### config.mk
export PLATFORM = sky130hd
export DESIGN_NAME = rx_msg_dispatcher
export DESIGN_NICKNAME = d
export VERILOG_FILES = /design/src/rtl/rx_disp_pkg.sv /design/src/rtl/msg_fifo.sv /design/src/rtl/rx_msg_dispatcher.sv
export SDC_FILE = /design/constraint.sdc
export NUM_CORES = 1
export LEC_CHECK = 0
export ABC_AREA = 1
export BUFFER_PORTS_ARGS = -buffer_cell sky130_fd_sc_hd__buf_2
export CELL_PAD_IN_SITES_DETAIL_PLACEMENT = 1
export CELL_PAD_IN_SITES_GLOBAL_PLACEMENT = 1
export CORE_AREA = 2 2 145 147
export CTS_CLUSTER_DIAMETER = 60
export DETAILED_ROUTE_END_ITERATION = 7
export DIE_AREA = 0 0 147 149
export PLACE_DENSITY = 0.86
export REMOVE_ABC_BUFFERS = 1
export SLEW_MARGIN = 20
export SYNTH_ARGS = -nofsm -noshare
export SYNTH_HDL_FRONTEND = slang
export SYNTH_SLANG_ARGS = --single-unit
### constraint.sdc
create_clock -name clk -period 5.1 [get_ports clk]
set_input_delay 0.51 -clock clk [delete_from_list [all_inputs] [get_ports clk]]
set_output_delay 0.51 -clock clk [all_outputs]
set_load 0.01 [all_outputs]
### src/rtl/rx_disp_pkg.sv
// Shared types and the type-mask routing helpers for the RX message dispatcher.
package rx_disp_pkg;

  typedef enum logic [1:0] {IDLE, LOOKUP, OFFER, DROP} disp_state_e;

  localparam int MSG_TYPE_W    = 4;
  localparam int MSG_PAYLOAD_W = 160;

  typedef struct packed {
    logic                     valid;
    logic [MSG_TYPE_W-1:0]    mtype;
    logic [MSG_PAYLOAD_W-1:0] payload;
  } msg_entry_t;

  // Route masks are widened to this fixed size so the helpers stay parameter-free.
  localparam int MAX_HDL   = 16;
  localparam int MAX_TYPES = 256;
  localparam int MASK_MAX  = MAX_HDL * MAX_TYPES;

  typedef struct packed {
    logic       found;
    logic [3:0] idx;
  } owner_t;

  function automatic logic owns(input logic [MASK_MAX-1:0] mask, input int hdl,
                                input int mtype, input int n_types);
    logic [MASK_MAX-1:0] sh;
    sh = mask >> (hdl * n_types + mtype);
    return sh[0];
  endfunction

  function automatic owner_t first_owner(input logic [MASK_MAX-1:0] mask, input int mtype,
                                         input int n_hdl, input int n_types);
    owner_t r;
    r = '0;
    for (int h = MAX_HDL - 1; h >= 0; h--) begin
      if (h < n_hdl && owns(mask, h, mtype, n_types)) begin
        r.found = 1'b1;
        r.idx   = 4'(h);
      end
    end
    return r;
  endfunction

endpackage

### src/rtl/msg_fifo.sv
// Small synchronous FIFO with occupancy output; head is visible combinationally on dout.
module msg_fifo #(
  parameter int DEPTH = 4,
  parameter int WIDTH = 8
) (
  input  logic                     clk,
  input  logic                     rst,
  input  logic                     push,
  input  logic                     pop,
  input  logic [WIDTH-1:0]         din,
  output logic [WIDTH-1:0]         dout,
  output logic                     full,
  output logic                     empty,
  output logic [$clog2(DEPTH):0]   level
);
  localparam int AW = $clog2(DEPTH);

  logic [WIDTH-1:0] mem [DEPTH];
  logic [AW-1:0]    wr_ptr;
  logic [AW-1:0]    rd_ptr;

  always_ff @(posedge clk) begin
    if (push) mem[wr_ptr] <= din;
  end

  always_ff @(posedge clk or posedge rst) begin
    if (rst) begin
      wr_ptr <= '0;
      rd_ptr <= '0;
      level  <= '0;
    end else begin
      if (push) wr_ptr <= wr_ptr + AW'(1);
      if (pop)  rd_ptr <= rd_ptr + AW'(1);
      if (push && !pop)      level <= level + (AW+1)'(1);
      else if (pop && !push) level <= level - (AW+1)'(1);
    end
  end

  assign dout  = mem[rd_ptr];
  assign full  = (level == (AW+1)'(DEPTH));
  assign empty = (level == '0);

endmodule

### src/rtl/rx_msg_dispatcher.sv
// Buffers classified RX messages and routes each to one handler by type mask, with
// burst lock, offer watchdog and saturating error counters.
// state  | meaning
// IDLE   | waiting for a buffered message
// LOOKUP | resolving the target handler of the FIFO head
// OFFER  | head offered to the target, waiting for ack or watchdog expiry
// DROP   | discarding an invalid or unowned head
module rx_msg_dispatcher #(
  parameter int NUM_HDL     = 3,
  parameter int TYPE_W      = 4,
  parameter int PAYLOAD_W   = 160,
  parameter int DEPTH       = 4,
  parameter logic [NUM_HDL*(2**TYPE_W)-1:0] ROUTE_MASK = '0,
  parameter int BURST_HDL   = 2,
  parameter int TIMEOUT_CYC = 1024,
  parameter int CNT_W       = 16
) (
  input  logic                       clk,
  input  logic                       rst,
  input  logic                       data_available,
  input  logic                       valid_msg,
  input  logic                       burst_on,
  input  logic [TYPE_W-1:0]          msg_type,
  input  logic [PAYLOAD_W-1:0]       msg_payload,
  output logic                       seq_ready,
  output logic [NUM_HDL-1:0]         hdl_valid,
  output logic [TYPE_W-1:0]          hdl_type,
  output logic [PAYLOAD_W-1:0]       hdl_payload,
  input  logic [NUM_HDL-1:0]         hdl_ack,
  input  logic                       cnt_clr,
  output logic                       unrouted_err,
  output logic                       timeout_err,
  output logic [CNT_W-1:0]           drop_cnt,
  output logic [CNT_W-1:0]           timeout_cnt,
  output logic [$clog2(DEPTH):0]     fifo_level,
  output logic                       busy
);
  import rx_disp_pkg::*;

  localparam int NTYPES = 2**TYPE_W;
  localparam int WD_W   = $clog2(TIMEOUT_CYC + 1);
  localparam logic [WD_W-1:0]     WD_INIT   = WD_W'(TIMEOUT_CYC - 1);
  localparam logic [MASK_MAX-1:0] MASK_EXT  = MASK_MAX'(ROUTE_MASK);
  localparam logic [NUM_HDL-1:0]  BURST_VEC = NUM_HDL'(1) << BURST_HDL;

  typedef struct packed {
    logic                 valid;
    logic [TYPE_W-1:0]    mtype;
    logic [PAYLOAD_W-1:0] payload;
  } entry_t;

  disp_state_e         state;
  entry_t              wr_entry;
  entry_t              head;
  logic                fifo_full;
  logic                fifo_empty;
  logic                armed;
  logic                accept;
  logic                pop;
  logic                ack_hit;
  logic                expired;
  logic                burst_owns;
  owner_t              owner;
  logic [NUM_HDL-1:0]  offer_vec;
  logic [WD_W-1:0]     wd;

  assign wr_entry = {valid_msg, msg_type, msg_payload};
  assign accept   = data_available && armed && !fifo_full;

  msg_fifo #(.DEPTH(DEPTH), .WIDTH($bits(entry_t))) u_fifo (
    .clk   (clk),
    .rst   (rst),
    .push  (accept),
    .pop   (pop),
    .din   (wr_entry),
    .dout  (head),
    .full  (fifo_full),
    .empty (fifo_empty),
    .level (fifo_level)
  );

  assign owner      = first_owner(MASK_EXT, int'(head.mtype), NUM_HDL, NTYPES);
  assign burst_owns = owns(MASK_EXT, BURST_HDL, int'(head.mtype), NTYPES);

  // While burst is on only the burst handler may take the head; others wait in LOOKUP.
  always_comb begin
    offer_vec = '0;
    if (burst_on) begin
      if (burst_owns) offer_vec = BURST_VEC;
    end else if (owner.found) begin
      offer_vec = NUM_HDL'(1) << owner.idx;
    end
  end

  assign ack_hit = |(hdl_ack & hdl_valid);
  assign expired = (wd == '0);
  assign pop     = ((state == OFFER) && (ack_hit || expired)) || (state == DROP);
  assign busy    = !fifo_empty || (state != IDLE);

  always_ff @(posedge clk or posedge rst) begin
    if (rst) begin
      armed     <= 1'b1;
      seq_ready <= 1'b0;
    end else begin
      seq_ready <= accept;
      if (accept)               armed <= 1'b0;
      else if (!data_available) armed <= 1'b1;
    end
  end

  always_ff @(posedge clk or posedge rst) begin
    if (rst) begin
      state        <= IDLE;
      hdl_valid    <= '0;
      hdl_type     <= '0;
      hdl_payload  <= '0;
      unrouted_err <= 1'b0;
      timeout_err  <= 1'b0;
      wd           <= '0;
    end else begin
      unrouted_err <= 1'b0;
      timeout_err  <= 1'b0;
      case (state)
        IDLE: if (accept || !fifo_empty) state <= LOOKUP;
        LOOKUP: begin
          if (!head.valid) begin
            state <= DROP;
          end else if (|offer_vec) begin
            hdl_valid   <= offer_vec;
            hdl_type    <= head.mtype;
            hdl_payload <= head.payload;
            wd          <= WD_INIT;
            state       <= OFFER;
          end else if (!burst_on) begin
            state <= DROP;
          end
        end
        OFFER: begin
          if (ack_hit) begin
            hdl_valid <= '0;
            state     <= IDLE;
          end else if (expired) begin
            hdl_valid   <= '0;
            timeout_err <= 1'b1;
            state       <= IDLE;
          end else begin
            wd <= wd - WD_W'(1);
          end
        end
        DROP: begin
          unrouted_err <= 1'b1;
          state        <= IDLE;
        end
        default: state <= IDLE;
      endcase
    end
  end

  always_ff @(posedge clk or posedge rst) begin
    if (rst) begin
      drop_cnt    <= '0;
      timeout_cnt <= '0;
    end else if (cnt_clr) begin
      drop_cnt    <= '0;
      timeout_cnt <= '0;
    end else begin
      if (state == DROP && drop_cnt != '1)
        drop_cnt <= drop_cnt + CNT_W'(1);
      if (state == OFFER && !ack_hit && expired && timeout_cnt != '1)
        timeout_cnt <= timeout_cnt + CNT_W'(1);
    end
  end

endmodule
; ---- After elaboration in Yosys (flattened, before gate mapping)
; Memory sizes are Yosys's and may differ from the RTL's.
; Index checks and enable logic that the tools add are counted.
[word_totals]
register_bits = 223
ramBits = 660
out_inout_bits = 206
elab_cells = 112
mem_count = 1
[memory_table]
columns = name, words, word_bits, rd, rd_clocked_by_memory_dff, write_ports, line_no
row1 = u_fifo.mem, 4, 165, 1, 0, 1, msg_fifo.sv:18  ; logic [WIDTH-1:0] mem [DEPTH];
[op_classes]
add_sub_neg = 9
eq_ne = 14
n_shift = 4
mux = 37
bitwise = 1
n_reduce_logical = 32
[ops]
columns = op, n
row1 = 16-bit 2-to-1 mux, 4
row2 = 11-bit 2-to-1 mux, 4
row3 = "16-bit by 1-bit adder with 16-bit output, second input constant", 2
row4 = "16-bit != test, second input constant", 2
row5 = 3-bit 2-to-1 mux, 9
row6 = 11-bit one-hot mux with 2 select lines, 1
row7 = 5-bit 2-to-1 mux, 3
row8 = 2-bit 2-to-1 mux, 6
row9 = 11-bit zero test, 1
row10 = "11-bit by 1-bit subtractor with 11-bit output, second input constant", 1
row11 = "2-bit != test, second input constant", 5
row12 = 2-bit nonzero test, 5
row13 = 1-bit logical AND, 9
row14 = 1-bit 2-to-1 mux, 8
row15 = 2-bit one-hot mux with 4 select lines, 1
row16 = "6-bit by 4-bit adder with 7-bit output, first input constant", 1
row17 = "1-bit by 7-bit >> shifter with 1-bit output, first input constant", 1
row18 = "5-bit by 4-bit adder with 6-bit output, first input constant", 1
row19 = 3-bit one-hot mux with 2 select lines, 1
row20 = 3-bit AND reduction, 2
row21 = 3-bit OR reduction, 2
row22 = "1-bit by 6-bit >> shifter with 1-bit output, first input constant", 1
row23 = 1-bit zero test, 5
row24 = 5-bit AND reduction, 1
row25 = 16 further kinds, 21

; ---- Depth between registers and ports, before layout
; Gate-level depths: netlist (run 1).
; An unclocked memory read counts as a cell.
[depth]
ltp_word = 13
ltp_mapped = 13

; ---- Modules after synthesis
; A second synthesis (run 1) with hierarchy kept.
[hier_totals]
cells_unflattened = 2527
hier_area_um2 = 31436.4
[modules_own_cells]
columns = mod, n_inst, cells_per_inst, area_per_inst_um2
row1 = msg_fifo, 1, 1974, 27274.9
row2 = rx_msg_dispatcher, 1, 553, 4161.5

; ---- Worst setup path before layout (run 1)
; Ideal clock, no wire load.
[synth_path]
kind = reg2reg
start = reg wd[0]
end = reg u_fifo.level[1]
setup_ns = 0.125
t_arrival_ns = 1.972
setup_slack_ns = 3.003
stages_incl_launch_ff = 12
period_less_slack_ns = 2.097
cell_sequence = dfrtp_1 inv_1 ha_1 nand2_1 nor2_2 nand3_2 nand2_1 inv_1 ha_1 inv_1 fa_1 mux2_2
[synth_between]
elab_chain_cells = 7
elab_cells_between_ends = 9
classes_between = 1 x mux / 8 x reduce/logical
[synth_rtl]
columns = element, line_no
row1 = from (decl), rx_msg_dispatcher.sv:65  ; logic [WD_W-1:0] wd;
row2 = from (signal assigned), rx_msg_dispatcher.sv:147  ; wd <= wd - WD_W'(1);
row3 = 11-bit zero test (*), rx_msg_dispatcher.sv:96  ; assign expired = (wd == '0);
row4 = 1-bit logical OR (*), rx_msg_dispatcher.sv:97  ; assign pop = ((state == OFFER) && (ack_hit || expired)) || (state == DROP);
row5 = 1-bit logical AND (*), rx_msg_dispatcher.sv:97
row6 = 1-bit logical OR (*), rx_msg_dispatcher.sv:97
row7 = 1-bit zero test, msg_fifo.sv:34  ; if (push && !pop) level <= level + (AW+1)'(1);
row8 = 1-bit logical AND, msg_fifo.sv:34
row9 = 3-bit 2-to-1 mux or 2-bit nonzero test (tied branches), -
row10 = to (signal assigned), msg_fifo.sv:34
row11 = to (signal assigned), msg_fifo.sv:35  ; else if (pop && !push) level <= level - (AW+1)'(1);
row12 = to (decl), msg_fifo.sv:14  ; output logic [$clog2(DEPTH):0] level
; Mark *: on every way between the ends. The rest lies on a longest branch, timed or not.
; A chain may end at the register's enable or synchronous reset.

; ---- Final worst setup path (run 1)
[layout_path]
start = reg state[0]
end = reg u_fifo.level[1]
[layout_between]
elab_chain_cells = 6
elab_cells_between_ends = 9
classes_between = 2 x eq/ne / 1 x mux / 6 x reduce/logical
[layout_rtl]
columns = element, line_no
row1 = from (decl), rx_msg_dispatcher.sv:52  ; disp_state_e state;
row2 = from (signal assigned), rx_msg_dispatcher.sv:113  ; state <= IDLE;
row3 = from (signal assigned), rx_msg_dispatcher.sv:124  ; IDLE: if (accept || !fifo_empty) state <= LOOKUP;
row4 = from (signal assigned), rx_msg_dispatcher.sv:127  ; state <= DROP;
row5 = 2-bit equality test, rx_msg_dispatcher.sv:97
row6 = 1-bit logical AND, rx_msg_dispatcher.sv:97
row7 = 1-bit logical OR (*), rx_msg_dispatcher.sv:97
row8 = 1-bit zero test, msg_fifo.sv:34
row9 = 1-bit logical AND, msg_fifo.sv:34
row10 = 3-bit 2-to-1 mux or 2-bit nonzero test (tied branches), -
; Marked as above.

==> summary.md, run 1 <==
| Metric | Value |
|---|---|
| Status | `finished, final reports clean` |
| Number of gates resized after CTS | `0` |
| # rows | `53` |
| Routed WL | `10900 microns` |
| Register area share after synthesis | `between 30% and 40%` |
| CTS tree | `built` |
| Global route total overflow | `0` |
| Share of layout cells above drive strength 1 | `10.9%` |
| Worst path required time | `about 5.3 ns` |
| Final setup vio count | `0` |
| Syn. warnings | `2` |
| Fmax achieved | `362 MHz` |
| ANT cells | `0` |
| Max Slew Vio Count | `0` |
| Routability-driven placement congestion ratio | `0.756` |
| Chip width | `roughly 150 microns` |
| Period utilisation layout | `54.1%` |
| Root buf cell | `clkbuf_16` |
| Antenna Nets Post-Route | `0` |
| Syn Inst Count | `648` |
| CP endpoint kind | `register` |
| Initial antenna violation count | `0` |
| Unique masters post-synth | `34` |
| Worst EP arrival | `about 3 ns` |
| DR iter-0 viols | `97` |
| Hold_ws | `approximately 0.32 ns` |
| Number of global-route vias before repair | `about 3600` |
| Main synth FF type | `dfrtp_1` |
| Critical path class | `register to register` |
| Mean Syn Cell Area | `between 7 and 8 sq um` |
| Commonest cells post-synth | `buf_4 (169), nand2_1 (156), dfrtp_1 (55), nor2_1 (54), nand3_1 (47)` |
| Vias per inst | `3.81` |
| # port buffers | `44` |
| Clock Latency Late Sink | `0.33 ns` |
| Async set or reset register ratio after synthesis | `just over 90%` |
| Hold-fix buffers at CTS | `0` |
| Sink Count | `60` |
| EDFF count, synth | `4` |
| # nets final | `882` |
| Worst Tran Pin Value | `between 0.8 and 0.9 ns` |
| Core area | `20600 sq um` |
| Crit path max fanout | `15` |
| Maximum vdd drop | `between 200 and 300 uV` |
| Area Growth Syn to Fin | `3.49%` |
| Clock-pin slew on the worst setup and hold paths | `0.05 ns` |
| Clock buffer depth | `2` |
| Synthesized cell area | `4870 sq um` |
| Pwr/cell area | `377 nW/um^2` |
| RSZ-0062 raised after global routing | `false` |
| Drt first pass iters | `4` |
| Initial Utilization | `between 20% and 30%` |
| Total CTS buffers | `9` |
| Placed cells | `958` |
| Max cap viols | `0` |
| # IOs | `379` |
| H-tree levels | `3` |
| Max_slew headroom | `40.2%` |
| Postcts setup bufs | `0` |
| Top cells by area, synth | `dfrtp_1 (28%), buf_4 (26%), nand2_1 (12%)` |
| Fin Clk Skew | `~0.0058 ns` |
| Min Tclk post-route | `roughly 2.8 ns` |
| Largest net degree at the start of global routing | `57` |
| WL per Instance | `11.1 microns` |
| DRC | `0` |
| Setup TNS | `0 ns` |
| Via count | `roughly 3700` |
| DP Wirelength | `7940 microns` |
| Startpoint Class | `register` |
| DIE AREA | `21900 sq um` |
| Top-area cell type share of the netlist area | `28.3%` |
| First-pass GRT wire length | `17400 microns` |
| GR Util All Layers | `9.80%` |
| Post-synth top area cell | `dfrtp_1` |
| Hold Crit Class | `primary input to register` |
| Die H | `149 microns` |
| Post-route insts no fill | `slightly below 1000` |
| Flip-flop and latch count after synthesis | `60` |
| Hold Vio Cnt, Final | `0` |
| Most numerous cell in the Yosys netlist | `buf_4` |
| Leakage power | `between 2 and 3 nW` |
## cell usage in the layout (no fill, tap or decap)
cell type     n
inv_1        44
a21oi_1       2
nand3_2       1
bufinv_16     1
clkinv_1      2
clkbuf_16     9
nand2_1     156
ha_1         14
mux2_2        1
edfxtp_1      4
nor3_1        2
clkinv_2      2
nor2_4        2
o21ai_0      24
clkinvlp_4    1
nand2_2       2
nand3_1      47
clkbuf_8      1
buf_2        44
nor2_8        1
conb_1      167
clkbuf_1      1
xor2_1       16
dfrtp_1      55
inv_2         2
nand4_1      17
nor2_1       54
nor2_2        6
o31ai_1       1
o21ai_1       4
o21bai_1      7
dfstp_2       1
buf_4         1
fa_1          1
xnor2_1       2
nand3b_1      3
a21oi_2       1
## per-stage QoR
stage / util [%] / total power (W) / instance area [sq um] / worst slack, ns
floorplan: - / 0.00112 / 4170 / 2.83
global placement: 23.1 / 0.00126 / 4750 / 2.42
detailed placement: 23.1 / 0.00130 / 4750 / 2.37
CTS: 24.5 / 0.00193 / 5040 / 2.33
global route: 24.5 / 0.00206 / 5040 / 2.15
finish: 24.5 / 0.00190 / 5040 / 2.34
## state kept, by name, indices dropped and copies added (netlist names)
name           flops
u_fifo.wr_ptr      2
u_fifo.mem         4
timeout_cnt       16
wd                11
state              2
timeout_err        1
unrouted_err       1
armed              1
u_fifo.level       3
seq_ready          1
u_fifo.rd_ptr      2
drop_cnt          16
## power breakdown
group / internal [W] / switching [W]
clock: 0.000388 / 0.000224
combinational: 0.000191 / 0.000423
sequential: 0.000581 / 0.0000941
## cells by family after synthesis
family                   Yosys count  share of synthesized area [%]
buffers and inverters            223                           30.7
AO/OA/AOI/OAI                     39                           4.50
adder cells (fa/ha/maj)           15                           4.01
flip-flops                        60                           31.3
XOR/XNOR                          18                           3.24
multiplexers                       1                          0.231
other                              1                         0.0770
AND/OR/NAND/NOR                  291                           26.0
## routing by layer
layer / track usage, % / routed length, microns / vias up
li1: - / - / 1799
met1: 12.4 / 4840 / 1793
met2: 16.4 / 5280 / 106
met3: 2.87 / 613 / 12
met4: 2.74 / 125 / 0
met5: 0 / 0 / -
## critical path, stage by stage, from the launching register on
cell	delay [ns]
dfrtp_1	0.42
inv_1	0.12
ha_1	0.57
nand3_2	0.28
nand2_1	0.20
inv_1	0.08
ha_1	0.17
inv_1	0.10
fa_1	0.44
mux2_2	0.27
## worst paths after layout
check | startpoint | to | slack, ns | cells after the start
min in group asynchronous | rst | u_fifo.level[0] | 0.40 | 3
setup / recovery | state[0] | u_fifo.level[1] | 2.34 | 9
max in group asynchronous | rst | timeout_cnt[1] | 4.19 | 3
hold reg to reg | armed | armed | 0.49 | 2
setup reg to reg | state[0] | u_fifo.level[1] | 2.34 | 9
hold / removal | data_available | armed | 0.32 | 2
## area by class of cell
cell class              count  area, sq um
flip-flops and latches     60         1520
repair buffers             45          228
inverters                  47          176
clock inverters             5         51.3
clock buffers              11          243
well taps                 275          344
multi-input cells         531         2470
fillers                  2613        15500
Power figures use the tool's default switching activity.
==> run 2: changes to the inputs <==
--- a/config.mk
+++ b/config.mk
@@ -5,7 +5,7 @@
 export SDC_FILE = /design/constraint.sdc
 export NUM_CORES = 1
 export LEC_CHECK = 0
-export ABC_AREA = 1
+export ABC_AREA = 0
 export BUFFER_PORTS_ARGS = -buffer_cell sky130_fd_sc_hd__buf_2
 export CELL_PAD_IN_SITES_DETAIL_PLACEMENT = 1
 export CELL_PAD_IN_SITES_GLOBAL_PLACEMENT = 1
@@ -13,7 +13,7 @@
 export CTS_CLUSTER_DIAMETER = 60
 export DETAILED_ROUTE_END_ITERATION = 7
 export DIE_AREA = 0 0 147 149
-export PLACE_DENSITY = 0.86
+export PLACE_DENSITY = 0.81
 export REMOVE_ABC_BUFFERS = 1
 export SLEW_MARGIN = 20
 export SYNTH_ARGS = -nofsm -noshare
==> constraint.sdc (replaced) <==
create_clock -name clk -period 2.7 [get_ports clk]
set_input_delay 0.27 -clock clk [delete_from_list [all_inputs] [get_ports clk]]
set_output_delay 0.27 -clock clk [all_outputs]
set_load 0.01 [all_outputs]
==> summary.md, run 2 <==
| Metric | Value |
|---|---|
| # rows | `53 (unchanged)` |
| H-tree levels | `3 (unchanged)` |
| Vias per inst | `3.60 (was 3.81)` |
| Worst Tran Pin Value | `0.755 ns (was 0.892 ns)` |
| Routability-driven placement congestion ratio | `0.742 (was 0.756)` |
| ANT cells | `0 (unchanged)` |
| Placed cells | `793 (was 958)` |
| Top flop regs | `drop_cnt (16), timeout_cnt (16), wd (11) (unchanged)` |
| Most frequent cells in the layout | `conb_1 (167), dfrtp_1 (55), buf_2 (44), nor2_1 (40), nand2_1 (24) (was conb_1 (167), nand2_1 (156), dfrtp_1 (55), nor2_1 (54), nand3_1 (47))` |
| Unique masters post-synth | `45 (was 34)` |
| Mean Syn Cell Area | `9.24 sq um (was 7.51 sq um)` |
| Place WS | `0.246 ns (was 2.37 ns)` |
| Startpoint Class | `register (unchanged)` |
| Antenna Nets Post-Route | `0 (unchanged)` |
| Async set or reset register ratio after synthesis | `93.3% (unchanged)` |
| RSZ-0062 raised after global routing | `false (unchanged)` |
| DP Wirelength | `6700 microns (was 7940 microns)` |
| Max_slew headroom | `49.6% (was 40.2%)` |
| EDFF count, synth | `4 (unchanged)` |
| Via count | `2916 (was 3710)` |
| Worst EP arrival | `2.69 ns (was 2.98 ns)` |
| Total CTS buffers | `9 (unchanged)` |
| Hold Vio Cnt, Final | `0 (unchanged)` |
| Commonest non-fill, non-tap cell in the layout | `conb_1 (unchanged)` |
| Top cells by area, synth | `dfrtp_1 (31%), buf_4 (29%), ha_1 (4.0%) (was dfrtp_1 (28%), buf_4 (26%), nand2_1 (12%))` |
| Chip width | `147 microns (unchanged)` |
| Setup TNS | `0 ns (unchanged)` |
| Largest net degree at the start of global routing | `34 (was 57)` |
| Sink Count | `60 (unchanged)` |
| Hold Crit Class | `primary input to register (unchanged)` |
| Leakage power | `2.24 nW (was 2.62 nW)` |
| Register area share after synthesis | `34.7% (was 31.3%)` |
| Initial Utilization | `21.3% (was 23.7%)` |
| Share of layout cells above drive strength 1 | `14.4% (was 10.9%)` |
| Final Power | `0.00305 W (was 0.00190 W)` |
| Drt first pass iters | `4 (unchanged)` |
| Period utilisation layout | `90.3% (was 54.1%)` |
| Max Slew Vio Count | `0 (unchanged)` |
| Most numerous cell in the Yosys netlist | `buf_4 (unchanged)` |
| Post-route insts no fill | `810 (was 974)` |
| DRC | `0 (unchanged)` |
| # IOs | `379 (unchanged)` |
| DR iter-0 viols | `55 (was 97)` |
| First-pass GRT wire length | `13300 microns (was 17400 microns)` |
| Number of global-route vias before repair | `2705 (was 3551)` |
| Main synth FF type | `dfrtp_1 (unchanged)` |
| Global route total overflow | `0 (unchanged)` |
| Final setup vio count | `0 (unchanged)` |
| DIE AREA | `21900 sq um (unchanged)` |
| Status | `finished, final reports clean (unchanged)` |
| Synthesized cell area | `4390 sq um (was 4870 sq um)` |
| Routed WL | `8660 microns (was 10900 microns)` |
| Number of gates resized after CTS | `0 (unchanged)` |
| Clock Latency Late Sink | `0.32 ns (was 0.33 ns)` |
| Die H | `149 microns (unchanged)` |
| CTS tree | `built (unchanged)` |
| # port buffers | `44 (unchanged)` |
| Critical path class | `register to register (unchanged)` |
| # nets final | `718 (was 882)` |
| Post-synth top area cell | `dfrtp_1 (unchanged)` |
| Syn. warnings | `2 (unchanged)` |
| Min Tclk post-route | `2.44 ns (was 2.76 ns)` |
| Root buf cell | `clkbuf_16 (unchanged)` |
| GR Util All Layers | `7.63% (was 9.80%)` |
| Top-area cell type share of the netlist area | `31.4% (was 28.3%)` |
| Max cap viols | `0 (unchanged)` |
| Initial antenna violation count | `0 (unchanged)` |
| CP endpoint kind | `register (unchanged)` |
| Fin Clk Skew | `0.0100 ns (was 0.00578 ns)` |
| Core area | `20600 sq um (unchanged)` |
| Clock buffer depth | `2 (unchanged)` |
| Clock-pin slew on the worst setup and hold paths | `0.06 ns (was 0.05 ns)` |
| Pwr/cell area | `654 nW/um^2 (was 377 nW/um^2)` |
| WL per Instance | `10.7 microns (was 11.1 microns)` |
| Area Growth Syn to Fin | `6.27% (was 3.49%)` |
| Hold_ws | `0.0696 ns (was 0.321 ns)` |
| Fmax achieved | `410 MHz (was 362 MHz)` |
| Worst path required time | `2.95 ns (was 5.32 ns)` |
| PnR worst setup slack | `0.261 ns (was 2.34 ns)` |
| Maximum vdd drop | `370 uV (was 283 uV)` |
| Syn Inst Count | `475 (was 648)` |
| Flip-flop and latch count after synthesis | `60 (unchanged)` |
| Commonest cells post-synth | `buf_4 (167), dfrtp_1 (55), nor2_1 (40), nand2_1 (24), xnor2_1 (19) (was buf_4 (169), nand2_1 (156), dfrtp_1 (55), nor2_1 (54), nand3_1 (47))` |
| Crit path max fanout | `5 (was 15)` |
run 2: cell types whose count changed after synthesis, moves of 7 or more:
cell / previous run / this run
inv_1: 45 / 13
nand2_1: 156 / 24
nand3_1: 47 / 18
nand4_1: 17 / 10
o21ai_0: 24 / 8
and3_1: 0 / 7
nor2_1: 54 / 40
o21bai_1: 7 / 0
xnor2_1: 2 / 19
run 2: path summary, 6_finish.rpt:
path,slack [ns],start,depth (start not counted),end
max in group asynchronous,1.56,rst,4,timeout_cnt[0]
setup reg to reg,0.26,wd[0],12,u_fifo.level[2]
hold / removal,0.07,data_available,2,armed
setup / recovery,0.26,wd[0],12,u_fifo.level[2]
hold reg to reg,0.49,armed,2,armed
min in group asynchronous,0.47,rst,3,timeout_err
run 2: kinds of logic after synthesis:
family | Yosys count | synth area share [%]
buffers and inverters | 187 | 30.3
and+or+nand+nor | 135 | 16.5
DFF | 60 | 34.7
xor gates and xnor gates | 36 | 7.19
AOI/OAI and AO/OA | 35 | 5.30
adders and majority gates | 15 | 4.45
muxes | 6 | 1.45
other | 1 | 0.0855
run 2: power by group:
part	internal [W]	switching, W
clock network	0.000708	0.000440
registers	0.00103	0.000112
logic	0.000278	0.000485
run 2: metrics by stage:
stage	area, sq um	utilization (%)
after CTS	4660	22.7
after detailed placement	4350	21.2
after global routing	4660	22.7
final	4660	22.7
after global placement	4350	21.2
after floorplan	3730	-
run 2: layout make-up:
class                           instances  area [sq um]
Fill cell                            2491         15900
Multi-Input combinational cell        394          2160
Sequential cell                        60          1520
Tap cell                              275           344
Timing Repair Buffer                   52           283
Clock buffer                           11           264
Inverter                               13          48.8
Clock inverter                          5          41.3
run 2: worst max-delay path, stage by stage, from the launching register on:
cell	delay [ns]
dfrtp_1	0.41
inv_1	0.09
ha_1	0.22
nor4b_4	0.14
nand4_1	0.14
inv_1	0.07
nor2_1	0.19
ha_1	0.24
inv_1	0.07
fa_1	0.37
xor2_1	0.16
nor2_1	0.13
xor2_1	0.15
run 2: timing repair:
| item | in CTS | in global routing |
|---|---|---|
| hold buffers | 1 | 0 |
| setup buffers | 0 | 0 |
| hold endpoints to repair | 15 | 0 |
run 2: routing by layer:
metal,vias up,track usage [%],part of all wire (%)
met5,-,0,0
met4,0,3.80,1.7
met3,8,1.71,6.5
met2,114,13.0,49
met1,1431,9.09,43
li1,1363,-,-
